===== config.mk =====
export PLATFORM = sky130hd
export DESIGN_NAME = jtag_gpio_chains_flat
export DESIGN_NICKNAME = d
export VERILOG_FILES = /design/src/rtl/jtag_gpio_chains_if.sv /design/src/rtl/jtag_gpio_chains.sv /design/src/flat_wrapper.sv
export SDC_FILE = /design/constraint.sdc
export NUM_CORES = 1
export LEC_CHECK = 0
export BUFFER_PORTS_ARGS = -buffer_cell sky130_fd_sc_hd__buf_2
export CAP_MARGIN = 0
export CORE_MARGIN = 3
export CORE_UTILIZATION = 46
export CTS_CLUSTER_SIZE = 10
export DETAILED_ROUTE_END_ITERATION = 10
export PLACE_DENSITY = 0.8
export SLEW_MARGIN = 10
export SYNTH_ARGS = -nofsm -noshare
export SYNTH_HDL_FRONTEND = slang
export SYNTH_SLANG_ARGS = --single-unit

===== constraint.sdc =====
create_clock -name tck -period 1.7 [get_ports tck]
set_input_delay 0.085 -clock tck [delete_from_list [all_inputs] [get_ports tck]]
set_output_delay 0.085 -clock tck [all_outputs]
set_load 0.1 [all_outputs]

===== src/rtl/jtag_gpio_chains_if.sv =====
// TAP-side and fabric-side signal bundle for the multi-chain JTAG GPIO block.
// The TAP/fabric side uses the master modport, and the scan block uses slave.
interface jtag_gpio_chains_if #(
  parameter int NR_GPIOS   = 8,
  parameter int NR_CHAINS  = 4,
  parameter int CHAIN_BITS = 2
);
  logic                          tdi;
  logic                          gpios_tdo;
  logic                          capture_dr;
  logic                          shift_dr;
  logic                          update_dr;
  logic                          scan_n_ir;
  logic                          extest_ir;
  logic [NR_CHAINS*NR_GPIOS-1:0] gpio_inputs;
  logic [NR_CHAINS*NR_GPIOS-1:0] gpio_outputs;
  logic [NR_CHAINS-1:0]          update_strobe;
  logic [CHAIN_BITS-1:0]         chain_sel;

  modport master (
    output tdi, capture_dr, shift_dr, update_dr, scan_n_ir, extest_ir, gpio_inputs,
    input  gpios_tdo, gpio_outputs, update_strobe, chain_sel
  );

  modport slave (
    input  tdi, capture_dr, shift_dr, update_dr, scan_n_ir, extest_ir, gpio_inputs,
    output gpios_tdo, gpio_outputs, update_strobe, chain_sel
  );
endinterface


===== src/rtl/jtag_gpio_chains.sv =====
// Multi-bank JTAG GPIO scan register: a SCAN_N-loaded select register {mode, index}
// chooses which bank an EXTEST access captures from, shifts through and updates.
module jtag_gpio_chains #(
  parameter int                  NR_GPIOS    = 8,
  parameter int                  NR_CHAINS   = 4,
  parameter int                  CHAIN_BITS  = 2,
  parameter logic [NR_GPIOS-1:0] RESET_VALUE = '0
) (
  input logic               tck,
  input logic               reset,
  jtag_gpio_chains_if.slave bus
);
  localparam int SEL_W = CHAIN_BITS + 1;

  logic [SEL_W-1:0]    sel_reg, sel_next;
  logic [SEL_W-1:0]    sel_shift_reg, sel_shift_next;
  logic [NR_GPIOS-1:0] data_shift_reg, data_shift_next;
  logic [NR_GPIOS:0]   data_cat;
  logic                bad_reg, bad_next;
  logic [NR_GPIOS-1:0] bank_reg [NR_CHAINS];
  logic [NR_CHAINS-1:0] strobe_reg;
  logic                bank_wr;

  logic [CHAIN_BITS-1:0] sel_index;
  logic                  sel_mode;
  logic                  idx_valid;
  logic [NR_GPIOS-1:0]   cap_input, cap_bank;

  assign sel_index = sel_reg[CHAIN_BITS-1:0];
  assign sel_mode  = sel_reg[SEL_W-1];
  assign idx_valid = int'(sel_index) < NR_CHAINS;

  // Explicit compare loop keeps out-of-range indices from addressing past the bank array.
  always_comb begin
    cap_input = '0;
    cap_bank  = '0;
    for (int k = 0; k < NR_CHAINS; k++) begin
      if (int'(sel_index) == k) begin
        cap_input = bus.gpio_inputs[k*NR_GPIOS +: NR_GPIOS];
        cap_bank  = bank_reg[k];
      end
    end
  end

  always_comb begin
    sel_next        = sel_reg;
    sel_shift_next  = sel_shift_reg;
    data_shift_next = data_shift_reg;
    bad_next        = bad_reg;
    bank_wr         = 1'b0;
    data_cat        = {bus.tdi, data_shift_reg};
    if (bus.scan_n_ir) begin
      if (bus.capture_dr)
        sel_shift_next = sel_reg;
      else if (bus.shift_dr)
        sel_shift_next = {bus.tdi, sel_shift_reg[SEL_W-1:1]};
      else if (bus.update_dr)
        sel_next = sel_shift_reg;
    end else if (bus.extest_ir) begin
      if (idx_valid) begin
        if (bus.capture_dr)
          data_shift_next = sel_mode ? cap_bank : cap_input;
        else if (bus.shift_dr)
          data_shift_next = data_cat[NR_GPIOS:1];
        else if (bus.update_dr)
          bank_wr = 1'b1;
      end else begin
        if (bus.capture_dr)
          bad_next = 1'b0;
        else if (bus.shift_dr)
          bad_next = bus.tdi;
      end
    end
  end

  always_ff @(posedge tck) begin
    if (reset) begin
      sel_reg        <= '0;
      sel_shift_reg  <= '0;
      data_shift_reg <= '0;
      bad_reg        <= 1'b0;
      strobe_reg     <= '0;
      for (int k = 0; k < NR_CHAINS; k++)
        bank_reg[k] <= RESET_VALUE;
    end else begin
      sel_reg        <= sel_next;
      sel_shift_reg  <= sel_shift_next;
      data_shift_reg <= data_shift_next;
      bad_reg        <= bad_next;
      for (int k = 0; k < NR_CHAINS; k++) begin
        if (bank_wr && int'(sel_index) == k)
          bank_reg[k] <= data_shift_reg;
        strobe_reg[k] <= bank_wr && (int'(sel_index) == k);
      end
    end
  end

  genvar gi;
  generate
    for (gi = 0; gi < NR_CHAINS; gi++) begin : g_bank_out
      assign bus.gpio_outputs[gi*NR_GPIOS +: NR_GPIOS] = bank_reg[gi];
    end
  endgenerate

  // Invalid index routes the single scratch flop instead of the data shift register.
  assign bus.gpios_tdo = bus.scan_n_ir ? sel_shift_reg[0] :
                         bus.extest_ir ? (idx_valid ? data_shift_reg[0] : bad_reg) :
                         1'b0;
  assign bus.update_strobe = strobe_reg;
  assign bus.chain_sel     = sel_index;
endmodule

===== src/flat_wrapper.sv =====
// flat-port wrapper written by rule: the top's interface ports become plain ports
module jtag_gpio_chains_flat 
#(
  parameter int                  NR_GPIOS    = 8,
  parameter int                  NR_CHAINS   = 4,
  parameter int                  CHAIN_BITS  = 2,
  parameter logic [NR_GPIOS-1:0] RESET_VALUE = '0
)
  (tck, reset, bus_tdi, bus_capture_dr, bus_shift_dr, bus_update_dr, bus_scan_n_ir, bus_extest_ir, bus_gpio_inputs, bus_gpios_tdo, bus_gpio_outputs, bus_update_strobe, bus_chain_sel);
  jtag_gpio_chains_if #(.NR_GPIOS(NR_GPIOS), .NR_CHAINS(NR_CHAINS), .CHAIN_BITS(CHAIN_BITS)) bus_i ();
  input logic tck;
  input logic reset;
  input wire logic [$bits(bus_i.tdi)-1:0] bus_tdi;
  input wire logic [$bits(bus_i.capture_dr)-1:0] bus_capture_dr;
  input wire logic [$bits(bus_i.shift_dr)-1:0] bus_shift_dr;
  input wire logic [$bits(bus_i.update_dr)-1:0] bus_update_dr;
  input wire logic [$bits(bus_i.scan_n_ir)-1:0] bus_scan_n_ir;
  input wire logic [$bits(bus_i.extest_ir)-1:0] bus_extest_ir;
  input wire logic [$bits(bus_i.gpio_inputs)-1:0] bus_gpio_inputs;
  output wire logic [$bits(bus_i.gpios_tdo)-1:0] bus_gpios_tdo;
  output wire logic [$bits(bus_i.gpio_outputs)-1:0] bus_gpio_outputs;
  output wire logic [$bits(bus_i.update_strobe)-1:0] bus_update_strobe;
  output wire logic [$bits(bus_i.chain_sel)-1:0] bus_chain_sel;
  assign bus_i.tdi = bus_tdi;
  assign bus_i.capture_dr = bus_capture_dr;
  assign bus_i.shift_dr = bus_shift_dr;
  assign bus_i.update_dr = bus_update_dr;
  assign bus_i.scan_n_ir = bus_scan_n_ir;
  assign bus_i.extest_ir = bus_extest_ir;
  assign bus_i.gpio_inputs = bus_gpio_inputs;
  assign bus_gpios_tdo = bus_i.gpios_tdo;
  assign bus_gpio_outputs = bus_i.gpio_outputs;
  assign bus_update_strobe = bus_i.update_strobe;
  assign bus_chain_sel = bus_i.chain_sel;
  jtag_gpio_chains #(.NR_GPIOS(NR_GPIOS), .NR_CHAINS(NR_CHAINS), .CHAIN_BITS(CHAIN_BITS), .RESET_VALUE(RESET_VALUE)) u_core (.tck(tck), .reset(reset), .bus(bus_i));
endmodule

# Word-level counts from Yosys, hierarchy flattened
# Memory sizes are Yosys's and may differ from the RTL's.
# Index checks and enable logic that the tools add are counted.
dict set report totals {
  register_bits 18
  ram_bits 32
  in_bits 40
  wordCells 62
  mem_count 1
}
dict set report op_classes {
  n_eq_ne 3
  muxes 38
  n_bitwise 7
  n_reduce_logical 9
}
# memory words width rd rd_clocked_by_memory_dff wr line
set mem_list {}
lappend mem_list {u_core.bank_reg 4 8 4 0 4 jtag_gpio_chains.sv:20} ;# logic [NR_GPIOS-1:0] bank_reg [NR_CHAINS];
# op count
set op_table {}
lappend op_table {{2-to-1 mux 8 bit} 15}
lappend op_table {{2-to-1 mux 1 bit} 21}
lappend op_table {{2-to-1 mux 3 bit} 2}
lappend op_table {{== test 2 bit (second input constant)} 2}
lappend op_table {{logical AND 1 bit} 4}
lappend op_table {{bitwise OR 1 bit} 4}
lappend op_table {{AND reduction 4 bit} 1}
lappend op_table {{NOT 1 bit} 3}
lappend op_table {{AND reduction 3 bit} 1}
lappend op_table {{== test 2 x 1 -> 1 bit (second input constant)} 1}
lappend op_table {{logical NOT 2 bit} 1}
lappend op_table {{AND reduction 2 bit} 1}
lappend op_table {{nonzero test 2 bit} 1}

# Depth between registers and ports, before layout
# Gate-level depths: netlist of the first run.
dict set report logic_depth {
  word_depth 10
  ltp_mapped 6
  mapped_depth_nobuf 4
}

# Least setup slack after synthesis of the first run
# No wires, ideal clock.
dict set report synth_path {
  path_kind {register -> output}
  start {register u_core.data_shift_reg[0]}
  end {output port bus_gpios_tdo}
  t_arrival_ns 2.505
  required_ns 1.615
  slack_ns -0.890
  path_stages_with_launch 3
  n_path_buf 0
  path_cell_list {dfxtp_1 > nand2_1 > o21ai_0}
}
dict set report synth_between {
  elab_chain_cells 2
}
# item line
set synth_lines {}
lappend synth_lines {{start, declared} jtag_gpio_chains.sv:17} ;# logic [NR_GPIOS-1:0] data_shift_reg, data_shift_next;
lappend synth_lines {{start signal, assigned} jtag_gpio_chains.sv:88} ;# data_shift_reg <= data_shift_next;
lappend synth_lines {{2-to-1 mux 1 bit} jtag_gpio_chains.sv:107} ;# bus.extest_ir ? (idx_valid ? data_shift_reg[0] : bad_reg) :
lappend synth_lines {{2-to-1 mux 1 bit} jtag_gpio_chains.sv:106} ;# assign bus.gpios_tdo = bus.scan_n_ir ? sel_shift_reg[0] :
lappend synth_lines {{end, declared} flat_wrapper.sv:20} ;# output wire logic [$bits(bus_i.gpios_tdo)-1:0] bus_gpios_tdo;
# Every way passes these cells.

# Final worst setup path of the first run
dict set report layout_path {
  start {register u_core.sel_reg[0]}
  end {register u_core.data_shift_reg[7]}
}
dict set report layout_between {
  elab_chain_cells 7
  word_cells_on_any_way 14
}
# item line
set layout_lines {}
lappend layout_lines {{start, declared} jtag_gpio_chains.sv:15} ;# logic [SEL_W-1:0] sel_reg, sel_next;
lappend layout_lines {{start signal, assigned} jtag_gpio_chains.sv:86} ;# sel_reg <= sel_next;
lappend layout_lines {{logical NOT 2 bit} jtag_gpio_chains.sv:38} ;# if (int'(sel_index) == k) begin
lappend layout_lines {{2-to-1 mux 8 bit (4 in series)} jtag_gpio_chains.sv:38}
lappend layout_lines {{2-to-1 mux 8 bit (*)} jtag_gpio_chains.sv:62} ;# data_shift_next = sel_mode ? cap_bank : cap_input;
lappend layout_lines {{2-to-1 mux 8 bit (*)} jtag_gpio_chains.sv:61} ;# if (bus.capture_dr)
# Mark *: on every way between the ends. The rest lies on a longest branch, timed or not.
# A chain may end at the register's enable or synchronous reset.

==> results of run 1 <==
cell type report:
cell class	count	area (um2)
Fill cell	430	2070
Sequential cell	50	1320
Multi-Input combinational cell	127	1080
Timing Repair Buffer	88	495
Tap cell	70	87.6
Clock buffer	6	72.6
Clock inverter	2	33.8
Inverter	1	3.75
logic make-up (layout without fill, tap and decap cells):
| kind of cell | Yosys count | after routing | synth area share, % |
|---|---|---|---|
| AND/OR/NAND/NOR | 81 | 81 | 20.3 |
| flip-flops | 50 | 50 | 52.7 |
| multiplexers | 25 | 25 | 17.0 |
| AO/OA/AOI/OAI | 21 | 21 | 5.64 |
| buffers and inverters | 15 | 97 | 4.34 |
worst max-delay path, delay by kind of cell (launching register included):
family	cells	cell delay, ns
muxes	2	0.71
DFF	1	0.59
AOI/OAI and AO/OA	1	0.10
cells in the final DEF (no fill, tap or decap), types with 2 or more instances in the layout:
cell type | synthesis | final
a211oi_1 | 3 | 3
nor2_1 | 8 | 8
nand2_1 | 10 | 10
edfxtp_1 | 32 | 32
nand2b_1 | 2 | 2
a22oi_1 | 7 | 7
and2_1 | 32 | 32
mux4_2 | 14 | 14
buf_2 | 7 | 76
mux2i_1 | 10 | 10
nor2_4 | 3 | 3
o21ai_1 | 0 | 3
clkbuf_8 | 0 | 5
buf_4 | 3 | 10
nand3_1 | 14 | 14
buf_12 | 1 | 2
o21ai_0 | 6 | 2
dfxtp_1 | 18 | 18
path summary, 6_finish.rpt:
| path | endpoint | cells after the start | slack (ns) | start |
|---|---|---|---|---|
| min reg2reg | u_core.sel_shift_reg[1] | 2 | 0.54 | u_core.sel_shift_reg[1] |
| min | u_core.sel_reg[1] | 2 | 0.10 | reset |
| max reg2reg | u_core.data_shift_reg[7] | 3 | 0.20 | u_core.sel_reg[0] |
| max | u_core.data_shift_reg[7] | 3 | 0.20 | u_core.sel_reg[0] |
where the power goes:
part | switching (mW) | internal (mW)
sequential | 0.0346 | 1.33
clock | 0.368 | 0.435
combinational | 0.319 | 0.114
metrics by stage:
stage / std cells / worst slack, ns
final: 344 / 0.199
after floorplan: 192 / 0.0167
after detailed placement: 336 / 0.196
after global placement: 336 / 0.245
after global routing: 344 / 0.118
after CTS: 344 / 0.177
layer usage:
metal  part of all wire (%)  global-route usage, %  vias up
met4                   0.85                   4.05        0
met3                    9.3                   3.27        7
met5                      0                      0        -
met1                     37                   26.3      907
met2                     53                   34.3       80
li1                       -                      -      872
==> key figures, run 1 <==
Run status
  – Outcome: finished clean

Synthesis
  – Dominant cells by area after synthesis: edfxtp_1 38%, dfxtp_1 14%, mux4_2 13%, and2_1 8.0%, mux2i_1 4.0%
  – Sequential fraction of the synthesis area: 52.7%
  – Cell taking the most area after synthesis: edfxtp_1
  – Cell count after synthesis: about 190
  – Post-synth EDFFs: 32
  – #FFs+latches synth: 50
  – Syn nets: between 200 and 250
  – Synth warnings: 0
  – Synth Area per Inst: approximately 13 um2
  – Synth Cell Area: between 2000 and 3000 um2
  – Share of async-settable or async-resettable flops after synthesis: 0%
  – Primary FF master, synth: edfxtp_1
  – Share of the synthesized area in the top cell type: a little under two fifths
  – Post-synth cell types: 37
  – Post-synth top cells: 32 x and2_1, 32 x edfxtp_1, 18 x dfxtp_1

STA
  – Slew Limit Headroom: between 60% and 70%
  – Worst slew pin tran: roughly 0.53 ns
  – Clock Skews: ~0.0095 ns
  – Post-route clock period utilization: around nine tenths
  – Setup TNS: 0 ns
  – Final Hold Viols: 0
  – # setup viols final: 0
  – Final Slew Violations: 0
  – Crit path time final: about 1.5 ns
  – Unrepaired setup endpoints after global routing: no
  – Max Fclk: roughly 670 MHz
  – Hold WS: between 0.1 and 0.15 ns

Cells and area
  – Layout Nets: 313
  – Design area: between 3000 and 4000 um2
  – Final Util: around 60%
  – Share of cells above drive strength 1: ~44%
  – Max reg flops: 32
  – # diodes: 0
  – Area Growth Syn to Fin: 23.7%

Drt
  – Avg WL per Cell: between 15 and 20 um
  – Detailed Routing Iterations Pass 1: 4
  – DR vias: 1,866
  – Number of remaining DRC errors: 0
  – Antenna Violating Nets Remaining: 0
  – Drt total wl: between 6000 and 7000 um
  – Via-per-instance ratio: 5.42
  – Initial DRC Count: 156

Critical path
  – Slowest cell on the critical path: dfxtp_1
  – Critical Path Max Stage Delay: about 0.59 ns
  – Crit path kind: reg -> reg
  – Critical-path cell list: mux4_2 > mux2i_1 > a31oi_1
  – CP startpoint kind: register
  – CP Capture Type: register
  – Crit path max fanout: 10
  – Worst EP arrival: between 1.5 and 2 ns
  – WP data required: approximately 1.9 ns

Die
  – # rows: 26
  – Die width: 79.8 um
  – # IOs: 79
  – Die height: ~80 um
  – Die area: between 6000 and 7000 um2
  – Starting Density: slightly below 50%
  – Core ar.: 5170 um2

CTS
  – Worst-Skew Late Latency: roughly 0.30 ns
  – CTS tree: yes
  – Postcts setup bufs: 0
  – Clock Path Buffers: 2
  – Count of clock tree sinks: 50
  – Root Driver: clkbuf_8
  – CTS HTree Levels: 2
  – Clk slew on worst S/H paths: about 0.080 ns
  – # resized after CTS: 0
  – Post-CTS Hold Buffers: 0
  – Num CTS Buffers: 5

Global route
  – Final global-route overflow total: 0
  – First-pass GRT wire length: about 9500 um
  – GR Util All Layers: about a fifth
  – Initial antenna violation count: 0
  – Vias in the first global route: ~1,800
  – Largest net degree at the start of global routing: 16

Pwr
  – Power Density: 838 nW/um2
  – Pwr Total: 2.60 mW
  – Pleak: about 1.2 nW
  – Worst VDD drop: between 500 and 600 uV

Worst hold path
  – Worst hold-check path type: in -> reg

Place
  – RD Place Congestion: 0.838
  – Buffers on Ports: ~80
  – Hpwl dp: between 4000 and 5000 um
  – Placed cell areas: approximately 3000 um2

Job
  – Max-cap viol count: 0
Note: power is estimated with default switching activity, not from simulation.
==> run 2: changes to the inputs <==
Settings changed: CELL_PAD_IN_SITES_DETAIL_PLACEMENT from default to 1, CELL_PAD_IN_SITES_GLOBAL_PLACEMENT from default to 1, CORE_UTILIZATION 46 to 36.
==> run 2 against run 1 <==
Compared with the run above: clock-buffer cell count down 1; core utilization down 12 points; power down 3.7%; register-to-register slack about the same.
==> key figures, run 2 (synthesized netlist as in run 1, its figures left out) <==
Drt
  – DR vias: 1,851 (-0.80%)
  – Drt total wl: 6900 um (+12%)
  – Detailed Routing Iterations Pass 1: 4 (unchanged)
  – Avg WL per Cell: 19.6 um (+9.4%)
  – Via-per-instance ratio: 5.24 (-3.3%)
  – Antenna Violating Nets Remaining: 0 (unchanged)
  – Number of remaining DRC errors: 0 (unchanged)
  – Initial DRC Count: 93 (-40%)

CTS
  – Post-CTS Hold Buffers: 0 (unchanged)
  – # resized after CTS: 0 (unchanged)
  – Count of clock tree sinks: 50 (unchanged)
  – Postcts setup bufs: 0 (unchanged)
  – CTS tree: yes
  – CTS HTree Levels: 2 (unchanged)
  – Num CTS Buffers: 5 (unchanged)
  – Root Driver: clkbuf_8
  – Worst-Skew Late Latency: 0.31 ns (about the same)
  – Clock Path Buffers: 2 (unchanged)
  – Clk slew on worst S/H paths: 0.09 ns (about the same)

Global route
  – Final global-route overflow total: 0 (unchanged)
  – GR Util All Layers: 18.4% (-1.4 points)
  – Initial antenna violation count: 0 (unchanged)
  – First-pass GRT wire length: 10,600 um (+12%)
  – Vias in the first global route: 1,940 (+5.1%)
  – Largest net degree at the start of global routing: 17 (+1)

Critical path
  – Reg2Reg Capture Point: u_core.bank_reg[0][26]
  – WP data required: 1.62 ns (-0.26 ns)
  – Worst R2R Start: u_core.sel_reg[1]
  – CP startpoint kind: register
  – Worst path top cell family by delay: flip-flops
  – Slowest cell on the critical path: dfxtp_1
  – Crit path max fanout: 6 (-4)
  – Critical path buffer and inverter count: 1 (+1)
  – Worst EP arrival: 1.43 ns (-0.25 ns)
  – Worst r2r path cells: 4 (+1)
  – Reg2reg setup slack: 0.21 ns (about the same)
  – Critical-path cell list: nand2_1 > o21ai_2 > buf_2
  – CP Capture Type: primary output
  – Critical Path Max Stage Delay: 0.49 ns (-0.10 ns)
  – Crit path kind: reg -> out

Die
  – # rows: 29 (+12%)
  – Die area: 8000 um2 (+26%)
  – Core ar.: 6530 um2 (+26%)
  – Die width: 89.4 um (+12%)
  – Die height: 89.4 um (+12%)
  – # IOs: 79 (unchanged)
  – Starting Density: 38.4% (-10 points)

Pwr
  – Clock power share: 28.0% (-2.9 points)
  – Internal: 1.73 mW (-7.6%)
  – NetSw: 770 uW (+6.6%)
  – Pleak: 1.25 nW (+0.13%)
  – Comb pwr share: 17.5% (+0.8 points)
  – Power Density: 806 nW/um2 (-3.9%)
  – Sw Ratio: 30.7% (+3.0 points)
  – Worst VDD drop: 422 uV (-27%)
  – Seq pwr share: 54.4% (+2.0 points)
  – Pwr Total: 2.50 mW (-3.7%)

Cells and area
  – Share of cells above drive strength 1: 45.3% (+1.1 points)
  – Commonest non-fill, non-tap cells in the layout: 76 x buf_2, 32 x and2_1, 32 x edfxtp_1, 18 x dfxtp_1
  – Design area: 3110 um2 (+0.24%)
  – # diodes: 0 (unchanged)
  – Most common cell after layout, fill and taps aside: buf_2
  – Max reg flops: 32 (unchanged)
  – Layout Nets: 315 (+0.64%)
  – Area Growth Syn to Fin: 24.0%

STA
  – Hold WS: 0.0845 ns (-0.0193 ns)
  – Post-route clock period utilization: 89.2% (+0.95 points)
  – Worst slew pin tran: 0.495 ns (-0.0331 ns)
  – Final Slew Violations: 0 (unchanged)
  – Slew Limit Headroom: 67.2% (+2.6 points)
  – Crit path time final: 1.52 ns (+0.0162 ns)
  – Max Fclk: 659 MHz (-1.1%)
  – # setup viols final: 0 (unchanged)
  – Clock Skews: 0.00490 ns (-0.00460 ns)
  – Unrepaired setup endpoints after global routing: no
  – Worst setup margin: 0.183 ns (-0.0162 ns)
  – Final Hold Viols: 0 (unchanged)
  – Setup TNS: 0 ns (unchanged)

Place
  – Hpwl dp: 5500 um (+15%)
  – Buffers on Ports: 78 (unchanged)
  – Post-placement setup slack: 0.221 ns (+0.0244 ns)
  – RD Place Congestion: 0.820 (-2.1%)
  – Placed cell areas: 3020 um2 (+0.79%)

Worst hold path
  – Hold path endpoint: u_core.sel_reg[2]
  – Hold Path Origin: reset
  – Hold depth: 2 (unchanged)
  – Worst hold-check path type: in -> reg

Run status
  – Outcome: finished clean

Job
  – Max-cap viol count: 0 (unchanged)
## run 2: cell count changes in the layout (fill, tap and decap cells not counted), sizes merged
cell,delta
bufinv,-1
clkinv,+1
buf,+2
clkbuf,-1
clkinvlp,+1
## run 2: cell type report
type | instances | area, um2
tap | 77 | 96.3
multi-input combinational | 127 | 1080
clock inverter | 3 | 21.3
fill | 737 | 3420
timing repair buffer | 90 | 510
sequential | 50 | 1320
inverter | 1 | 3.75
clock buffer | 5 | 68.8
## run 2: layer usage
layer	vias to the layer above	track usage [%]	share of wire (%)
li1	877	-	-
met1	910	23.1	40
met2	58	32.2	53
met3	6	3.87	5.7
met4	0	5.14	1.1
met5	-	0	0
## run 2: worst reg2reg max path, stage by stage, from the launching register on
cell,delay [ns]
dfxtp_1,0.35
buf_4,0.26
nand2_1,0.15
o21ai_1,0.24
buf_4,0.21
## run 2: power by group through the flow
stage,Combinational (mW),Clock (mW),Sequential [mW]
6_report,0.439,0.702,1.36
5_1_grt,0.460,0.771,1.37
4_1_cts,0.443,0.722,1.36
3_5_place_dp,0.443,0,1.39
3_3_place_gp,0.435,0,1.39
2_1_floorplan,0.121,0,1.58
## run 2: per-stage QoR
stage                     utilization [%]  std cells
after detailed placement             46.2        345
after global routing                 47.6        353
after global placement               46.2        345
after floorplan                         -        192
final                                47.6        353
after CTS                            47.6        353
## run 2: worst max path at each step
stage                                   startpoint                       end  slack, ns  depth (start not counted)
final                     u_core.data_shift_reg[0]             bus_gpios_tdo       0.18                          3
after global routing             u_core.sel_reg[1]    u_core.bank_reg[0][26]       0.10                          4
after CTS                 u_core.data_shift_reg[0]             bus_gpios_tdo       0.15                          3
after detailed placement         u_core.sel_reg[1]    u_core.bank_reg[0][26]       0.22                          4
after floorplan             u_core.bank_reg[0][31]  u_core.data_shift_reg[7]       0.02                          3
after global placement           u_core.sel_reg[1]  u_core.data_shift_reg[1]       0.29                          4
==> run 3: changes to the inputs <==
Settings changed: BUFFER_PORTS_ARGS -buffer_cell sky130_fd_sc_hd__buf_2 to -buffer_cell sky130_fd_sc_hd__clkbuf_2, PLACE_DENSITY 0.8 to default, PLACE_DENSITY_LB_ADDON from default to 0.1.
==> run 3 against run 2 <==
Compared with the run above: die area unchanged; largest power group unchanged; final cell count down 0.28%; global-route usage down 0.88 points; combinational power down 1%; register-to-register slack better by 0.02 ns; sequential share of layout area down 0.32 points; core utilization up 0.36 points; power up 5.3%; clock-buffer cell count unchanged; critical path type unchanged; clock power up 20%.
==> key figures, run 3 (synthesized netlist as in run 1, its figures left out) <==
Cells and area
  – Max reg flops: 32 (unchanged)
  – Layout Nets: 314 (-0.32%)
  – Most common cell after layout, fill and taps aside: clkbuf_2
  – Share of cells above drive strength 1: 45.1% (-0.20 points)
  – # diodes: 0 (unchanged)
  – Area Growth Syn to Fin: 24.9%
  – Non-filler cells, final: 352 (-0.28%)
  – Fillers: 728 (-1.2%)
  – Commonest non-fill, non-tap cells in the layout: 76 x clkbuf_2, 32 x and2_1, 32 x edfxtp_1, 18 x dfxtp_1

Place
  – Buffers on Ports: 78 (unchanged)
  – Placed Cells: 344 (-0.29%)
  – Hpwl dp: 5190 um (-5.5%)
  – RD Place Congestion: 0.816 (-0.49%)

Drt
  – Avg WL per Cell: 18.9 um (-3.5%)
  – Drt total wl: 6650 um (-3.8%)
  – Number of remaining DRC errors: 0 (unchanged)
  – Antenna Violating Nets Remaining: 0 (unchanged)
  – Detailed Routing Iterations Pass 1: 4 (unchanged)
  – Initial DRC Count: 88 (-5.4%)
  – Via-per-instance ratio: 5.28 (+0.61%)
  – DR vias: 1,857 (+0.32%)

Critical path
  – Slowest cell on the critical path: dfxtp_1
  – Critical Path Max Stage Delay: 0.49 ns (about the same)
  – CP Capture Type: primary output
  – Crit path kind: reg -> out
  – WP data required: 1.62 ns (about the same)
  – Crit path max fanout: 6 (unchanged)
  – Critical-path cell list: nand2_1 > o21ai_2 > clkbuf_2
  – Worst EP arrival: 1.48 ns (+0.05 ns)
  – CP startpoint kind: register

Die
  – # rows: 29 (unchanged)
  – Die height: 89.4 um (unchanged)
  – Starting Density: 38.4% (unchanged)
  – # IOs: 79 (unchanged)
  – Die width: 89.4 um (unchanged)
  – Die area: 8000 um2 (unchanged)
  – Core ar.: 6530 um2 (unchanged)

Job
  – Max-cap viol count: 0 (unchanged)

Pwr
  – Pleak: 1.26 nW (+0.86%)
  – Worst VDD drop: 394 uV (-6.6%)
  – Comb pwr share: 16.4% (-1.1 points)
  – Clock power share: 31.8% (+3.8 points)
  – Power Density: 842 nW/um2 (+4.5%)
  – Seq pwr share: 51.7% (-2.7 points)
  – NetSw: 761 uW (-1.1%)
  – Internal: 1.87 mW (+8.1%)
  – Sw Ratio: 28.9% (-1.9 points)

STA
  – # setup viols final: 0 (unchanged)
  – Post-route clock period utilization: 91.9% (+2.6 points)
  – Worst slew pin tran: 0.553 ns (+0.0580 ns)
  – Slew Limit Headroom: 63.3% (-3.9 points)
  – Final Slew Violations: 0 (unchanged)
  – Crit path time final: 1.56 ns (+0.0447 ns)
  – Max Fclk: 640 MHz (-2.9%)
  – Unrepaired setup endpoints after global routing: no
  – Setup TNS: 0 ns (unchanged)
  – Hold WS: 0.0995 ns (+0.0150 ns)
  – Clock Skews: 0.00697 ns (+0.00207 ns)
  – Final Hold Viols: 0 (unchanged)

CTS
  – Count of clock tree sinks: 50 (unchanged)
  – Root Driver: clkbuf_8
  – Clock Path Buffers: 2 (unchanged)
  – Num CTS Buffers: 5 (unchanged)
  – Clk slew on worst S/H paths: 0.09 ns (about the same)
  – Post-CTS Hold Buffers: 0 (unchanged)
  – # resized after CTS: 0 (unchanged)
  – Worst-Skew Late Latency: 0.30 ns (about the same)
  – CTS HTree Levels: 2 (unchanged)
  – CTS tree: yes
  – Postcts setup bufs: 0 (unchanged)

Global route
  – Vias in the first global route: 1,925 (-0.77%)
  – Final global-route overflow total: 0 (unchanged)
  – Initial antenna violation count: 0 (unchanged)
  – First-pass GRT wire length: 10,300 um (-2.5%)
  – GR Util All Layers: 17.5% (-0.88 points)
  – Largest net degree at the start of global routing: 24 (+7)

Run status
  – Outcome: finished clean

Worst hold path
  – Worst hold-check path type: in -> reg
==> run 3: worst paths after layout <==
path	start	to	slack, ns	depth (start not counted)
setup reg to reg	u_core.sel_reg[0]	u_core.bank_reg[0][9]	0.23	4
hold / removal	reset	u_core.sel_shift_reg[1]	0.1	2
hold reg to reg	u_core.sel_shift_reg[2]	u_core.sel_shift_reg[2]	0.54	2
setup / recovery	u_core.data_shift_reg[0]	bus_gpios_tdo	0.14	3
==> run 3: critical path, delay by kind of cell, from the launching register on <==
kind / cells / cell delay, ns
compound gates: 1 / 0.12
buf+inv: 1 / 0.46
flops: 1 / 0.49
simple gates: 1 / 0.11
==> run 3: metal layers <==
layer  wire length (um)  track usage, %  up-vias  part of all wire (%)
met4                 29            3.65        0                  0.44
met5                  0               0        -                     0
li1                   -               -      878                     -
met3                294            3.78        2                   4.4
met2               3120            27.3       57                    47
met1               3210            25.3      920                    48
==> run 3: through the flow <==
stage | cell area, um2 | total power, mW | worst slack, ns | utilization [%]
CTS | 3130 | 2.65 | 0.118 | 47.9
floorplan | 2510 | 1.71 | 0.0167 | -
global route | 3130 | 2.73 | 0.0781 | 47.9
finish | 3130 | 2.64 | 0.138 | 47.9
global placement | 3020 | 1.82 | 0.266 | 46.3
detailed placement | 3020 | 1.83 | 0.239 | 46.3
==> run 3: layout make-up <==
cell class	instances	area [um2]	area share [%]
Clock buffer	5	68.8	2.20
Multi-Input combinational cell	127	1080	34.7
Timing Repair Buffer	89	515	16.5
Tap cell	77	96.3	3.08
Clock inverter	3	40.0	1.28
Sequential cell	50	1320	42.2
Inverter	1	3.75	0.120
==> run 3: power by group through the flow <==
stage / registers (mW) / clock network, mW / logic, mW
2_1_floorplan: 1.58 / 0 / 0.121
5_1_grt: 1.37 / 0.901 / 0.455
4_1_cts: 1.36 / 0.851 / 0.438
3_5_place_dp: 1.39 / 0 / 0.437
3_3_place_gp: 1.39 / 0 / 0.433
6_report: 1.36 / 0.839 / 0.433
